## src/rtl/cfg_deser_pkg.sv

```systemverilog
// -----------------------------------------------------------------------------
// cfg_deser_pkg
// Shared constants and helpers for the configuration-stream byte deserialiser.
//   BYTE_W              - width of an assembled byte
//   DEFAULT_TOTAL_BYTES - default byte count before dat_done asserts
//   clog2()             - ceil(log2(value)), used for FIFO pointer widths
// -----------------------------------------------------------------------------
package cfg_deser_pkg;

  localparam int BYTE_W = 8;

  localparam int unsigned DEFAULT_TOTAL_BYTES = 32'd19878974;

  // ceil(log2(value)); returns 0 for value <= 1.
  function automatic int clog2(input int value);
    int result;
    int v;
    result = 0;
    v      = value - 1;
    while (v > 0) begin
      result = result + 1;
      v      = v >> 1;
    end
    return result;
  endfunction

endpackage

```

## src/rtl/cfg_byte_fifo.sv

```systemverilog
// -----------------------------------------------------------------------------
// cfg_byte_fifo
// Synchronous first-word fall-through byte FIFO.
// Ports:
//   clk_i    - clock
//   reset_i  - synchronous active-high reset (empties the FIFO)
//   push_i   - write din_i; accepted when not full, or when full and a pop
//              happens in the same cycle
//   din_i    - byte to write
//   pop_i    - remove the head entry; ignored while empty
//   dout_o   - head entry (meaningful only while empty_o is low)
//   empty_o  - no entries
//   full_o   - DEPTH entries
// Parameter DEPTH must be a power of two (4..256).
// -----------------------------------------------------------------------------
module cfg_byte_fifo
  import cfg_deser_pkg::*;
#(
  parameter int DEPTH = 16
) (
  input  logic              clk_i,
  input  logic              reset_i,
  input  logic              push_i,
  input  logic [BYTE_W-1:0] din_i,
  input  logic              pop_i,
  output logic [BYTE_W-1:0] dout_o,
  output logic              empty_o,
  output logic              full_o
);

  localparam int AW = clog2(DEPTH);

  logic [BYTE_W-1:0] mem_q [DEPTH];

  logic [AW-1:0] wr_ptr_q, wr_ptr_d;
  logic [AW-1:0] rd_ptr_q, rd_ptr_d;
  // One bit wider than the pointers so full and empty never alias.
  logic [AW:0]   count_q, count_d;

  logic do_push;
  logic do_pop;

  assign empty_o = (count_q == '0);
  assign full_o  = (count_q == (AW+1)'(DEPTH));

  assign do_pop  = pop_i & ~empty_o;
  // A full FIFO still takes a write when the head leaves in the same cycle.
  assign do_push = push_i & (~full_o | do_pop);

  // Fall-through read: the head entry is visible without a read request.
  assign dout_o = mem_q[rd_ptr_q];

  always_comb begin
    wr_ptr_d = wr_ptr_q;
    rd_ptr_d = rd_ptr_q;
    count_d  = count_q;
    if (do_push) begin
      wr_ptr_d = wr_ptr_q + AW'(1);
    end
    if (do_pop) begin
      rd_ptr_d = rd_ptr_q + AW'(1);
    end
    case ({do_push, do_pop})
      2'b10:   count_d = count_q + (AW+1)'(1);
      2'b01:   count_d = count_q - (AW+1)'(1);
      default: count_d = count_q;
    endcase
  end

  always_ff @(posedge clk_i) begin
    if (reset_i) begin
      wr_ptr_q <= '0;
      rd_ptr_q <= '0;
      count_q  <= '0;
    end else begin
      wr_ptr_q <= wr_ptr_d;
      rd_ptr_q <= rd_ptr_d;
      count_q  <= count_d;
    end
  end

  // Storage carries no reset; entries are only observed once written.
  always_ff @(posedge clk_i) begin
    if (do_push) begin
      mem_q[wr_ptr_q] <= din_i;
    end
  end

endmodule

```

## src/rtl/cfg_byte_deser.sv

```systemverilog
// -----------------------------------------------------------------------------
// cfg_byte_deser
// Assembles the loader's serial configuration stream (cfg_clk_i/cfg_dat_i,
// generated in the clk_i domain) MSB-first into bytes, buffers them in a
// FWFT FIFO and raises dat_done_o once TOTAL_BYTES bytes have arrived.
// Ports:
//   clk_i         - 50 MHz system clock
//   reset_i       - synchronous active-high reset
//   cfg_clk_i     - serial bit clock; data sampled on its rising edge
//   cfg_dat_i     - serial data
//   en_i          - capture enable; rises seen while low are ignored
//   byte_o        - head-of-FIFO byte (0 while byte_valid_o is low)
//   byte_valid_o  - FIFO not empty
//   byte_ready_i  - consumer takes byte_o when valid & ready
//   byte_cnt_o    - completed bytes since reset, saturating
//   dat_done_o    - sticky, byte count reached TOTAL_BYTES
//   overflow_o    - sticky, a completed byte was dropped on a full FIFO
// -----------------------------------------------------------------------------
module cfg_byte_deser
  import cfg_deser_pkg::*;
#(
  parameter int          FIFO_DEPTH  = 16,
  parameter int unsigned TOTAL_BYTES = DEFAULT_TOTAL_BYTES,
  parameter int          CNT_W       = 32
) (
  input  logic              clk_i,
  input  logic              reset_i,
  input  logic              cfg_clk_i,
  input  logic              cfg_dat_i,
  input  logic              en_i,
  output logic [BYTE_W-1:0] byte_o,
  output logic              byte_valid_o,
  input  logic              byte_ready_i,
  output logic [CNT_W-1:0]  byte_cnt_o,
  output logic              dat_done_o,
  output logic              overflow_o
);

  // Previous cfg_clk level. Resets high so a line that is already high
  // when reset releases is not mistaken for a rising edge.
  logic              cfg_clk_prev_q;
  // Only the 7 earlier bits need storing; the 8th comes straight from
  // cfg_dat_i in the completing cycle.
  logic [BYTE_W-2:0] shreg_q, shreg_d;
  logic [2:0]        bit_cnt_q, bit_cnt_d;
  logic [CNT_W-1:0]  byte_cnt_q, byte_cnt_d;
  logic              dat_done_q, dat_done_d;
  logic              overflow_q, overflow_d;

  logic              rise;
  logic              byte_done;
  logic [BYTE_W-1:0] push_byte;
  logic              fifo_pop;
  logic              fifo_empty;
  logic              fifo_full;
  logic [BYTE_W-1:0] fifo_dout;

  assign rise      = cfg_clk_i & ~cfg_clk_prev_q & en_i;
  assign byte_done = rise & (bit_cnt_q == 3'd7);
  assign push_byte = {shreg_q, cfg_dat_i};
  assign fifo_pop  = ~fifo_empty & byte_ready_i;

  always_comb begin
    shreg_d    = shreg_q;
    bit_cnt_d  = bit_cnt_q;
    byte_cnt_d = byte_cnt_q;
    dat_done_d = dat_done_q;
    overflow_d = overflow_q;

    if (rise) begin
      shreg_d   = {shreg_q[BYTE_W-3:0], cfg_dat_i};
      bit_cnt_d = bit_cnt_q + 3'd1;  // wraps 7 -> 0 at byte boundary
    end

    // Counts every completed byte, including dropped ones; never wraps.
    if (byte_done && (byte_cnt_q != '1)) begin
      byte_cnt_d = byte_cnt_q + CNT_W'(1);
    end

    // Compares the registered count, so done follows it by one cycle.
    if (byte_cnt_q == CNT_W'(TOTAL_BYTES)) begin
      dat_done_d = 1'b1;
    end

    // The FIFO itself refuses the write in this case; just record it.
    if (byte_done && fifo_full && !fifo_pop) begin
      overflow_d = 1'b1;
    end
  end

  always_ff @(posedge clk_i) begin
    if (reset_i) begin
      cfg_clk_prev_q <= 1'b1;
      shreg_q        <= '0;
      bit_cnt_q      <= '0;
      byte_cnt_q     <= '0;
      dat_done_q     <= 1'b0;
      overflow_q     <= 1'b0;
    end else begin
      cfg_clk_prev_q <= cfg_clk_i;
      shreg_q        <= shreg_d;
      bit_cnt_q      <= bit_cnt_d;
      byte_cnt_q     <= byte_cnt_d;
      dat_done_q     <= dat_done_d;
      overflow_q     <= overflow_d;
    end
  end

  cfg_byte_fifo #(
    .DEPTH (FIFO_DEPTH)
  ) u_fifo (
    .clk_i   (clk_i),
    .reset_i (reset_i),
    .push_i  (byte_done),
    .din_i   (push_byte),
    .pop_i   (fifo_pop),
    .dout_o  (fifo_dout),
    .empty_o (fifo_empty),
    .full_o  (fifo_full)
  );

  assign byte_valid_o = ~fifo_empty;
  // Held at zero while empty so the output is clean out of reset.
  assign byte_o       = fifo_empty ? '0 : fifo_dout;
  assign byte_cnt_o   = byte_cnt_q;
  assign dat_done_o   = dat_done_q;
  assign overflow_o   = overflow_q;

endmodule

```

## config.mk

```make
export PLATFORM = sky130hd
export DESIGN_NAME = cfg_byte_deser
export DESIGN_NICKNAME = d
export VERILOG_FILES = /design/src/rtl/cfg_deser_pkg.sv /design/src/rtl/cfg_byte_fifo.sv /design/src/rtl/cfg_byte_deser.sv
export SDC_FILE = /design/constraint.sdc
export NUM_CORES = 1
export LEC_CHECK = 0
export CORE_UTILIZATION = 55
export CTS_CLUSTER_SIZE = 25
export DETAILED_ROUTE_END_ITERATION = 7
export GPL_ROUTABILITY_DRIVEN = 0
export HOLD_SLACK_MARGIN = 0.1
export PLACE_DENSITY = 0.72
export REMOVE_ABC_BUFFERS = 1
export SETUP_SLACK_MARGIN = 0.4
export SYNTH_ARGS = -nofsm -noshare
export SYNTH_HDL_FRONTEND = slang
export SYNTH_SLANG_ARGS = --single-unit
```

## constraint.sdc

```tcl
create_clock -name clk_i -period 7.9 [get_ports clk_i]
set_clock_uncertainty 0.1 [all_clocks]
set_input_delay 1.975 -clock clk_i [delete_from_list [all_inputs] [get_ports clk_i]]
set_output_delay 1.975 -clock clk_i [all_outputs]
set_load 0.1 [all_outputs]
```

==> summary.md, run 1 <==
| Metric | Value |
|---|---|
| Status | complete, no violations |
| Type of origin of the critical path | flop |
| Cell family with most CP delay | multiplexers |
| Global-route wire length before repair | 25.6 mm |
| Pwr/cell area | 267 nW/um^2 |
| Most frequent CP cell | mux4_2 |
| Initial DRC Count | 544 |
| Synth unique cells | 52 |
| Routed WL per cell | 21.2 um |
| Vias | 4785 |
| Core area | 14000 sq um |
| Clk buf depth | 2 |
| Antenna viol nets, final | 0 |
| Layout cells sized above 1 | 14.9% |
| Largest area contributor in the netlist | edfxtp_1 |
| Critical Path Max Stage Delay | 1.09 ns |
| Clock latency on the worst-skew pair | 0.43 ns |
| Area grow syn2layout | 16.0% |
| Die Area | 15000 sq um |
| Post-synth EDFFs | 128 |
| Sequential element share of the synthesized area | 63.7% |
| Fin nets | 609 |
| MaxCap Viol Count | 0 |
| Initial antenna violation count | 0 |
| Hold Path Class | flop to flop |
| Sink Count | 190 |
| Row count | 43 |
| Post-CTS sizing | 0 |
| Setup CP Type | flop to output pin |
| Antenna fix cells | 0 |
| CTS tree | built |
| Worst R2R Setup Slack | 4.34 ns |
| Setup TNS | 0 ns |
| Share of the synthesized area in the top cell type | 48.2% |
| Vias in the first global route | 4656 |
| Mapped Area | 7980 sq um |
| Mapped Cells | 543 |
| Ys flop type | edfxtp_1 |
| Final hold vios | 0 |
| Minimum hold slack | 0.380 ns |
| Design Area, Final | 9260 sq um |
| CTS H-Tree Depth | 4 |
| Die H | 122 um |
| Largest net degree at the start of global routing | 65 |
| CP Capture Type | output pin |
| Placed Instance Area | 8640 sq um |
| RSZ-0062 raised after global routing | no |
| Vias per cell | 6.11 |
| Crit-path slowest cell | dfxtp_2 |
| Slew Viols, Final | 0 |
| Synthesized area per cell | 14.7 sq um |
| FF+latch count, synth | 190 |
| Die Width | 122 um |
| Total global-route track usage | 23.8% |
| Fmax achieved | 170 MHz |
| Crit path cell chain | mux4_2 -> mux4_2 -> and2_1 -> clkdlybuf4s50_1 |
| Max FO, Critical Path | 32 |
| DRC viols | 0 |
| Initial Util | 56.8% |
| Worst vdd ir | 0.162 mV |
| Synthesis warning total | 0 |
| Ports | 49 |
| Async S/R FF share, synth | 0% |
| Crit share post-route | 74.6% |
| Rel. slew slack | 23.2% |
| Min Tclk post-route | 5.89 ns |
| Placed cells | 751 |
| Hold_buf cts | 0 |
| GRT Residual Overflow | 0 |
| Dpl hpwl | 10.2 mm |
| Setup Fix Bufs, Post-CTS | 0 |
| Most frequent cells after synthesis | edfxtp_1 (128), dfxtp_1 (62), nor2_1 (60), mux4_2 (40), xnor2_1 (23) |
| Total CTS buffers | 17 |
| Area contributors post-synth | edfxtp_1 (48%), dfxtp_1 (16%), mux4_2 (11%) |
| Worst-margin pin slew | 1.15 ns |
| Total wire length | 16.6 mm |
| # setup viols final | 0 |
| Clk slew on worst S/H paths | 0.07 ns |
| CP bufs+invs | 1 |
| Critical Path RT | 5.83 ns |
| CTS root buf | clkbuf_16 |
| Static Leak | 3.15 nW |
| Area of the multi-input gates | 2770 sq um |
| Final Total Pwr | 2.47 mW |
| Worst Path Arrival | 3.82 ns |
| PortBufs | 48 |
| Seq. cell area | 5090 sq um |
| FILL cells | 971 |
| Drt pass-1 iters | 5 |
| Most frequent cell after synthesis | edfxtp_1 |
| Non-Filler Instances | 783 |
==> per-layer routing <==
| metal | up-vias | wire length [um] | GRT usage [%] |
|---|---|---|---|
| met2 | 184 | 7910 | 36.6 |
| li1 | 2181 | - | - |
| met5 | - | 0 | 0 |
| met3 | 22 | 1100 | 5.58 |
| met1 | 2398 | 7350 | 34.0 |
| met4 | 0 | 220 | 6.94 |
==> cells by family after synthesis <==
family / count (synthesis) / share of synthesized area (%)
buffers and inverters: 39 / 1.91
adders and majority gates: 13 / 2.13
muxes: 56 / 13.4
and+or+nand+nor: 170 / 11.5
DFF: 190 / 63.7
xor gates and xnor gates: 30 / 3.29
AOI/OAI and AO/OA: 45 / 4.09
==> cell type report <==
cell class | instances | share of cell area [%]
clock buffer | 19 | 4.89
clock inverter | 13 | 1.82
inverter | 15 | 0.608
multi-input combinational | 314 | 29.9
sequential | 190 | 54.9
tap | 180 | 2.43
timing repair buffer | 52 | 5.46
==> worst paths after layout <==
check,startpoint,to,depth (start not counted)
hold / removal,dat_done_o,dat_done_o,2
hold reg to reg,dat_done_o,dat_done_o,2
setup / recovery,flop,byte_o[4],4
setup reg to reg,bit_cnt_q[0],u_fifo.mem_q[12][3],6
==> registers in the layout (all words and copies together), names as in the netlist, named ones only <==
register         count
u_fifo.mem_q       128
byte_cnt_o          32
shreg_q              7
u_fifo.count_q       5
u_fifo.rd_ptr_q      4
u_fifo.wr_ptr_q      4
bit_cnt_q            3
cfg_clk_prev_q       1
dat_done_o           1
overflow_o           1
==> power by group <==
group / internal, mW / switching [mW] / leakage [nW] / total (mW)
Clock: 0.542 / 0.351 / 0.307 / 0.893
Combinational: 0.160 / 0.315 / 1.07 / 0.474
Sequential: 1.07 / 0.0383 / 1.77 / 1.10
==> stage by stage <==
stage | util, % | worst slack [ns]
floorplan | - | 2.79
global placement | 61.5 | 2.44
detailed placement | 61.5 | 2.38
CTS | 65.9 | 1.91
global route | 65.9 | 1.78
finish | 65.9 | 2.01
==> tightest hold or removal path, cell delays in order (launching register included) <==
cell	delay, ns
dfxtp_1	0.33
nor2_1	0.05
nor2_1	0.07
==> cells in the final DEF (no fill, tap or decap), drive strengths merged, types with 7 or more instances in the layout <==
cell type / count
a21oi: 12
and2: 17
clkbuf: 19
clkdlybuf4s50: 47
clkinv: 8
dfxtp: 62
edfxtp: 128
ha: 12
inv: 15
mux2i: 12
mux4: 40
nand2: 10
nand3: 18
nand4: 15
nor2: 60
nor4: 8
xnor2: 23
xor2: 7
Power figures use the tool's default switching activity.
==> run 2, diff against run 1 <==
--- a/config.mk
+++ b/config.mk
@@ -5,7 +5,7 @@
 export SDC_FILE = /design/constraint.sdc
 export NUM_CORES = 1
 export LEC_CHECK = 0
-export CORE_UTILIZATION = 55
+export CORE_UTILIZATION = 53
 export CTS_CLUSTER_SIZE = 25
 export DETAILED_ROUTE_END_ITERATION = 7
 export GPL_ROUTABILITY_DRIVEN = 0
==> constraint.sdc (replaced) <==
create_clock -name clk_i -period 5 [get_ports clk_i]
set_clock_uncertainty 0.1 [all_clocks]
set_input_delay 1.25 -clock clk_i [delete_from_list [all_inputs] [get_ports clk_i]]
set_output_delay 1.25 -clock clk_i [all_outputs]
set_load 0.1 [all_outputs]
==> run 2 against run 1 <==
Clock-buffer cell count shrank 1. Wire length shrank 3.1%. Die area grew 3.7%. Critical path depth shrank 1. Sequential power grew 57%. Global-route usage shrank 1.9 points. First-iteration DRC count shrank 18%. Register-to-register slack lost 2.6 ns. Critical path type unchanged. Largest power group unchanged.
==> summary.md, run 2 (synthesis gave the netlist of run 1 again) <==
| Metric | Value |
|---|---|
| Initial antenna violation count | 0 |
| Dpl hpwl | 10.7 mm |
| Total global-route track usage | 21.9% |
| Combinational power share | 19.9% |
| Initial DRC Count | 447 |
| Max reg flops | 128 |
| PortBufs | 48 |
| Die H | 125 um |
| Critical Path RT | 3.65 ns |
| Status | complete, no violations |
| FILL cells | 1059 |
| CTS tree | built |
| Crit share post-route | 85.9% |
| DRC viols | 0 |
| Antenna viol nets, final | 0 |
| Worst Path Arrival | 2.94 ns |
| Worst R2R Setup Slack | 1.70 ns |
| Die Width | 125 um |
| Worst vdd ir | 0.296 mV |
| CTS root buf | clkbuf_16 |
| Clk buf depth | 2 |
| WL met1 | 7.46 mm |
| Hold_buf cts | 0 |
| Core area | 14600 sq um |
| Hold Path Class | flop to flop |
| Metal2 WL | 7.60 mm |
| Routed WL per cell | 20.2 um |
| Min Tclk post-route | 4.29 ns |
| Vias in the first global route | 4714 |
| # setup viols final | 0 |
| Clk slew on worst S/H paths | 0.07 ns |
| Total CTS buffers | 17 |
| Sequential power share | 45.3% |
| Final Core Density | 63.4% |
| Commonest non-fill, non-tap cell in the layout | edfxtp_1 |
| WL met3 | 767 um |
| Ports | 49 |
| Drt pass-1 iters | 5 |
| Largest net degree at the start of global routing | 39 |
| Slew Viols, Final | 0 |
| Area grow syn2layout | 15.8% |
| Type of origin of the critical path | flop |
| Final hold vios | 0 |
| Post-CTS sizing | 0 |
| Vias per cell | 5.99 |
| Pwr/cell area | 412 nW/um^2 |
| Launch point of the worst path | u_fifo.count_q[0] |
| Clock latency on the worst-skew pair | 0.43 ns |
| Total wire length | 16.1 mm |
| CTS H-Tree Depth | 4 |
| CP Capture Type | output pin |
| Row count | 44 |
| Rel. slew slack | 34.1% |
| RSZ-0062 raised after global routing | no |
| Static Leak | 3.17 nW |
| MaxCap Viol Count | 0 |
| R2r startpoint | u_fifo.count_q[0] |
| Sw power | 1.13 mW |
| Vias | 4759 |
| Antenna fix cells | 0 |
| Most frequent cells in the layout | edfxtp_1 (128), dfxtp_1 (61), nor2_1 (60) |
| Setup CP Type | flop to output pin |
| Setup TNS | 0 ns |
| Clock share of power | 34.8% |
| Fmax achieved | 233 MHz |
| HP Start | dat_done_o |
| Top sig layer | met4 |
| Fin nets | 616 |
| Sink Count | 190 |
| Setup Fix Bufs, Post-CTS | 0 |
| GRT Residual Overflow | 0 |
| Layout cells sized above 1 | 16.4% |
| Worst-margin pin slew | 0.985 ns |
| Largest register by flop count | u_fifo.mem_q |
| Initial Util | 54.7% |
| Pint | 2.68 mW |
| Die Area | 15600 sq um |
| Switch share | 29.8% |
| Max FO, Critical Path | 12 |
| Global-route wire length before repair | 25.9 mm |
run 2: cell types whose count changed in the layout (fill, tap and decap cells not counted), moves of 3 or more:
cell             delta
clkdlybuf4s50_1     -8
clkinv_2            -4
nor3_1              +4
nor3_2              -4
clkinv_4            +3
buf_4              +15
run 2: final timing paths:
| check | endpoint | depth (start not counted) |
|---|---|---|
| worst max-delay path | byte_valid_o | 3 |
| worst min-delay path | dat_done_o | 2 |
| worst max register to register | u_fifo.count_q[4] | 9 |
| worst min register to register | dat_done_o | 2 |
run 2: layout make-up:
cell class / instances / area, sq um / share of cell area (%)
clock buffer: 18 / 429 / 4.64
timing repair buffer: 59 / 538 / 5.82
inverter: 15 / 56.3 / 0.609
tap: 184 / 230 / 2.49
sequential: 190 / 5090 / 55.0
multi-input combinational: 314 / 2750 / 29.7
clock inverter: 14 / 160 / 1.73
run 2: through the flow:
step / cell area [sq um] / worst slack [ns] / power [mW] / hold WS (ns) / cells
6_report: 9250 / 0.707 / 3.81 / 0.367 / 794
5_1_grt: 9250 / 0.524 / 3.95 / 0.419 / 794
4_1_cts: 9250 / 0.620 / 3.84 / 0.375 / 794
3_5_place_dp: 8660 / 1.05 / 2.53 / 0.365 / 762
3_3_place_gp: 8660 / 1.14 / 2.50 / 0.360 / 762
2_1_floorplan: 7890 / 0.612 / 2.35 / 0.352 / 519
run 2: power by group through the flow:
| stage | Sequential [mW] | Clock (mW) | Combinational [mW] |
|---|---|---|---|
| after detailed placement | 1.76 | 0 | 0.762 |
| after floorplan | 1.78 | 0 | 0.573 |
| after CTS | 1.73 | 1.34 | 0.764 |
| after global routing | 1.73 | 1.41 | 0.806 |
| after global placement | 1.76 | 0 | 0.744 |
| final | 1.73 | 1.33 | 0.757 |
run 2: layer usage:
| metal | vias to the layer above | track usage, % |
|---|---|---|
| li1 | 2194 | - |
| met1 | 2409 | 31.5 |
| met2 | 139 | 33.4 |
| met3 | 17 | 4.34 |
| met4 | 0 | 7.80 |
| met5 | - | 0 |
run 2: critical path, cell delays in order (launching register included):
cell and delay, ns:
dfxtp_1 0.33, nor4_1 0.66, nand2_1 0.44, clkdlybuf4s50_1 1.08
==> run 3, diff against run 2 <==
--- a/config.mk
+++ b/config.mk
@@ -5,12 +5,13 @@
 export SDC_FILE = /design/constraint.sdc
 export NUM_CORES = 1
 export LEC_CHECK = 0
-export CORE_UTILIZATION = 53
+export ABC_AREA = 1
+export CORE_UTILIZATION = 55
 export CTS_CLUSTER_SIZE = 25
 export DETAILED_ROUTE_END_ITERATION = 7
 export GPL_ROUTABILITY_DRIVEN = 0
 export HOLD_SLACK_MARGIN = 0.1
-export PLACE_DENSITY = 0.72
+export PLACE_DENSITY = 0.71
 export REMOVE_ABC_BUFFERS = 1
 export SETUP_SLACK_MARGIN = 0.4
 export SYNTH_ARGS = -nofsm -noshare
==> constraint.sdc (replaced) <==
create_clock -name clk_i -period 4 [get_ports clk_i]
set_clock_uncertainty 0.1 [all_clocks]
set_input_delay 1 -clock clk_i [delete_from_list [all_inputs] [get_ports clk_i]]
set_output_delay 1 -clock clk_i [all_outputs]
set_load 0.1 [all_outputs]
==> run 3 against run 2 <==
Combinational power increased by 150%. Utilization increased by 2.5 points. Largest cell class unchanged. Wire length increased by 21%. Area after synthesis increased by 8.3%. Sequential power increased by 27%. Critical path depth increased by 4. Synthesized cell count increased by 78%. Die area increased by 4.3%. Via count increased by 39%.
==> summary.md, run 3 <==
| Metric | Value |
|---|---|
| Pre-CTS setup slack | 0.510 ns |
| CP bufs+invs | 2 |
| Clk buf depth | 2 |
| Max reg flops | 128 |
| Dpl hpwl | 12.8 mm |
| Pwr/cell area | 573 nW/um^2 |
| Die H | 127 um |
| Most frequent CP cell | a21oi_1 |
| Worst Path Arrival | 2.35 ns |
| Ports | 49 |
| Vias per cell | 5.36 |
| Area contributors post-synth | edfxtp_1 (44%), dfxtp_1 (14%), nand2_1 (13%) |
| CTS H-Tree Depth | 4 |
| Vias in the first global route | 6073 |
| Antenna viol nets, final | 0 |
| # setup viols final | 0 |
| Cell family with most CP delay | compound AO/OA/AOI/OAI gates |
| Complex-gate fraction of the synthesized area | 6.41% |
| RSZ-0062 raised after global routing | no |
| Placed Instance Area | 9410 sq um |
| Post-Synth Simple-Gate Area | 26.8% |
| Adder and majority gate portion of the synthesized area | 1.97% |
| PortBufs | 48 |
| Synthesized area per cell | 8.96 sq um |
| Slew Viols, Final | 0 |
| Initial DRC Count | 476 |
| Initial antenna violation count | 0 |
| Row count | 45 |
| Most frequent cells after synthesis | nand2_1 (302), nor2_1 (140), edfxtp_1 (128), nand3_1 (91), dfxtp_1 (62) |
| FF+latch count, synth | 190 |
| Crit share post-route | 86.1% |
| Sequential element share of the synthesized area | 58.8% |
| Rel. slew slack | 34.0% |
| Die Width | 127 um |
| Synth unique cells | 32 |
| Largest register by flop count | u_fifo.mem_q |
| Fraction of synthesized area in multiplexers | 0% |
| Crit path cell chain | inv_1 -> nand3_1 -> nand2_1 -> a21oi_1 -> o31ai_1 -> a21oi_1 -> buf_12 |
| Mapped Cells | 965 |
| Clk slew on worst S/H paths | 0.06 ns |
| Post-synth EDFFs | 128 |
| Clock latency on the worst-skew pair | 0.44 ns |
| FILL cells | 1212 |
| Final Total Pwr | 5.76 mW |
| Xor/xnor share of the synthesized area | 1.62% |
| Layout cells sized above 1 | 7.32% |
| Global-route wire length before repair | 30.7 mm |
| Routed WL per cell | 15.8 um |
| Sink Count | 190 |
| Mapped Area | 8650 sq um |
| Synthesis warning total | 0 |
| Fin nets | 1031 |
| Largest area contributor in the netlist | edfxtp_1 |
| Min Tclk post-route | 3.45 ns |
| Most frequent cells in the layout | nand2_1 (302), nor2_1 (140), edfxtp_1 (128) |
| Async S/R FF share, synth | 0% |
| Commonest non-fill, non-tap cell in the layout | nand2_1 |
| Critical Path RT | 2.90 ns |
| Setup CP Type | flop to output pin |
| Ys flop type | edfxtp_1 |
| GRT Residual Overflow | 0 |
| Critical Path Max Stage Delay | 0.38 ns |
| Fmax achieved | 290 MHz |
| Initial Util | 56.7% |
| Setup TNS | 0 ns |
| Hold Path Class | flop to flop |
| Most frequent cell after synthesis | nand2_1 |
| Vias | 6622 |
| Crit-path slowest cell | dfxtp_1 |
| Core area | 15300 sq um |
| Final worst setup slack | 0.554 ns |
| CTS root buf | clkbuf_16 |
| Status | complete, no violations |
| Final hold vios | 0 |
| Area grow syn2layout | 16.2% |
| Worst-margin pin slew | 0.987 ns |
| CTS tree | built |
| Largest family of logic cells by synthesized area | simple AND/OR/NAND/NOR gates |
| Antenna fix cells | 0 |
| Max FO, Critical Path | 24 |
| Largest net degree at the start of global routing | 65 |
| DRC viols | 0 |
| Share of the synthesized area in the top cell type | 44.5% |
| Drt pass-1 iters | 6 |
| MaxCap Viol Count | 0 |
| CP Capture Type | output pin |
| Design Area, Final | 10000 sq um |
| Die Area | 16200 sq um |
| Type of origin of the critical path | flop |
| Total global-route track usage | 25.2% |
| Total CTS buffers | 17 |
| Static Leak | 3.66 nW |
| Total wire length | 19.5 mm |
| Worst vdd ir | 0.518 mV |
-- run 3: cell families after synthesis --
group | count (synthesis)
compound gates | 100
buf+inv | 89
xor+xnor | 16
simple gates | 557
flops | 190
fa+ha+maj | 13
-- run 3: repair_timing --
action / 4_1_cts / 5_1_grt
hold buffers: 0 / 0
setup buffers: 0 / 2
endpoints found under the hold margin: 0 / 0
gates resized for setup: 0 / 4
endpoints found under the setup margin: 0 / 8
-- run 3: power breakdown --
| part | switching, mW | internal (mW) |
|---|---|---|
| logic | 1.31 | 0.565 |
| registers | 0.0604 | 2.13 |
| clock network | 0.722 | 0.974 |
| total | 2.09 | 3.67 |
-- run 3: final timing paths --
path           startpoint                   to  slack (ns)  cells after the start
min            dat_done_o           dat_done_o        0.35                      2
max reg2reg  bit_cnt_q[1]  u_fifo.mem_q[10][0]        1.44                      8
max                  flop            byte_o[6]        0.55                      7
min reg2reg    dat_done_o           dat_done_o        0.35                      2
-- run 3: area by class of cell --
| type | count | area, sq um | area share (%) |
|---|---|---|---|
| tap | 211 | 264 | 2.63 |
| timing repair inverter | 1 | 7.51 | 0.0747 |
| inverter | 54 | 211 | 2.10 |
| timing repair buffer | 62 | 688 | 6.85 |
| clock inverter | 9 | 97.6 | 0.971 |
| multi-input combinational | 686 | 3180 | 31.7 |
| clock buffer | 23 | 510 | 5.08 |
| sequential | 190 | 5090 | 50.6 |
-- run 3: stage by stage --
stage	instances	hold slack [ns]	util [%]
after detailed placement	1201	0.343	61.7
after global routing	1236	0.396	65.8
after global placement	1201	0.337	61.7
after CTS	1233	0.356	65.6
final	1236	0.352	65.8
after floorplan	930	0.345	-
-- run 3: metal layers --
metal	share of wire, %	vias to the layer above	global-route usage [%]
li1	-	3309	-
met5	0	-	0
met3	5.4	36	3.81
met1	46	3054	34.4
met4	2.4	0	10.8
met2	46	223	40.4
-- run 3: tightest hold or removal path, cell delays in order, from the launching register on --
cell     delay (ns)
dfxtp_1        0.31
inv_1          0.05
a21oi_1        0.05
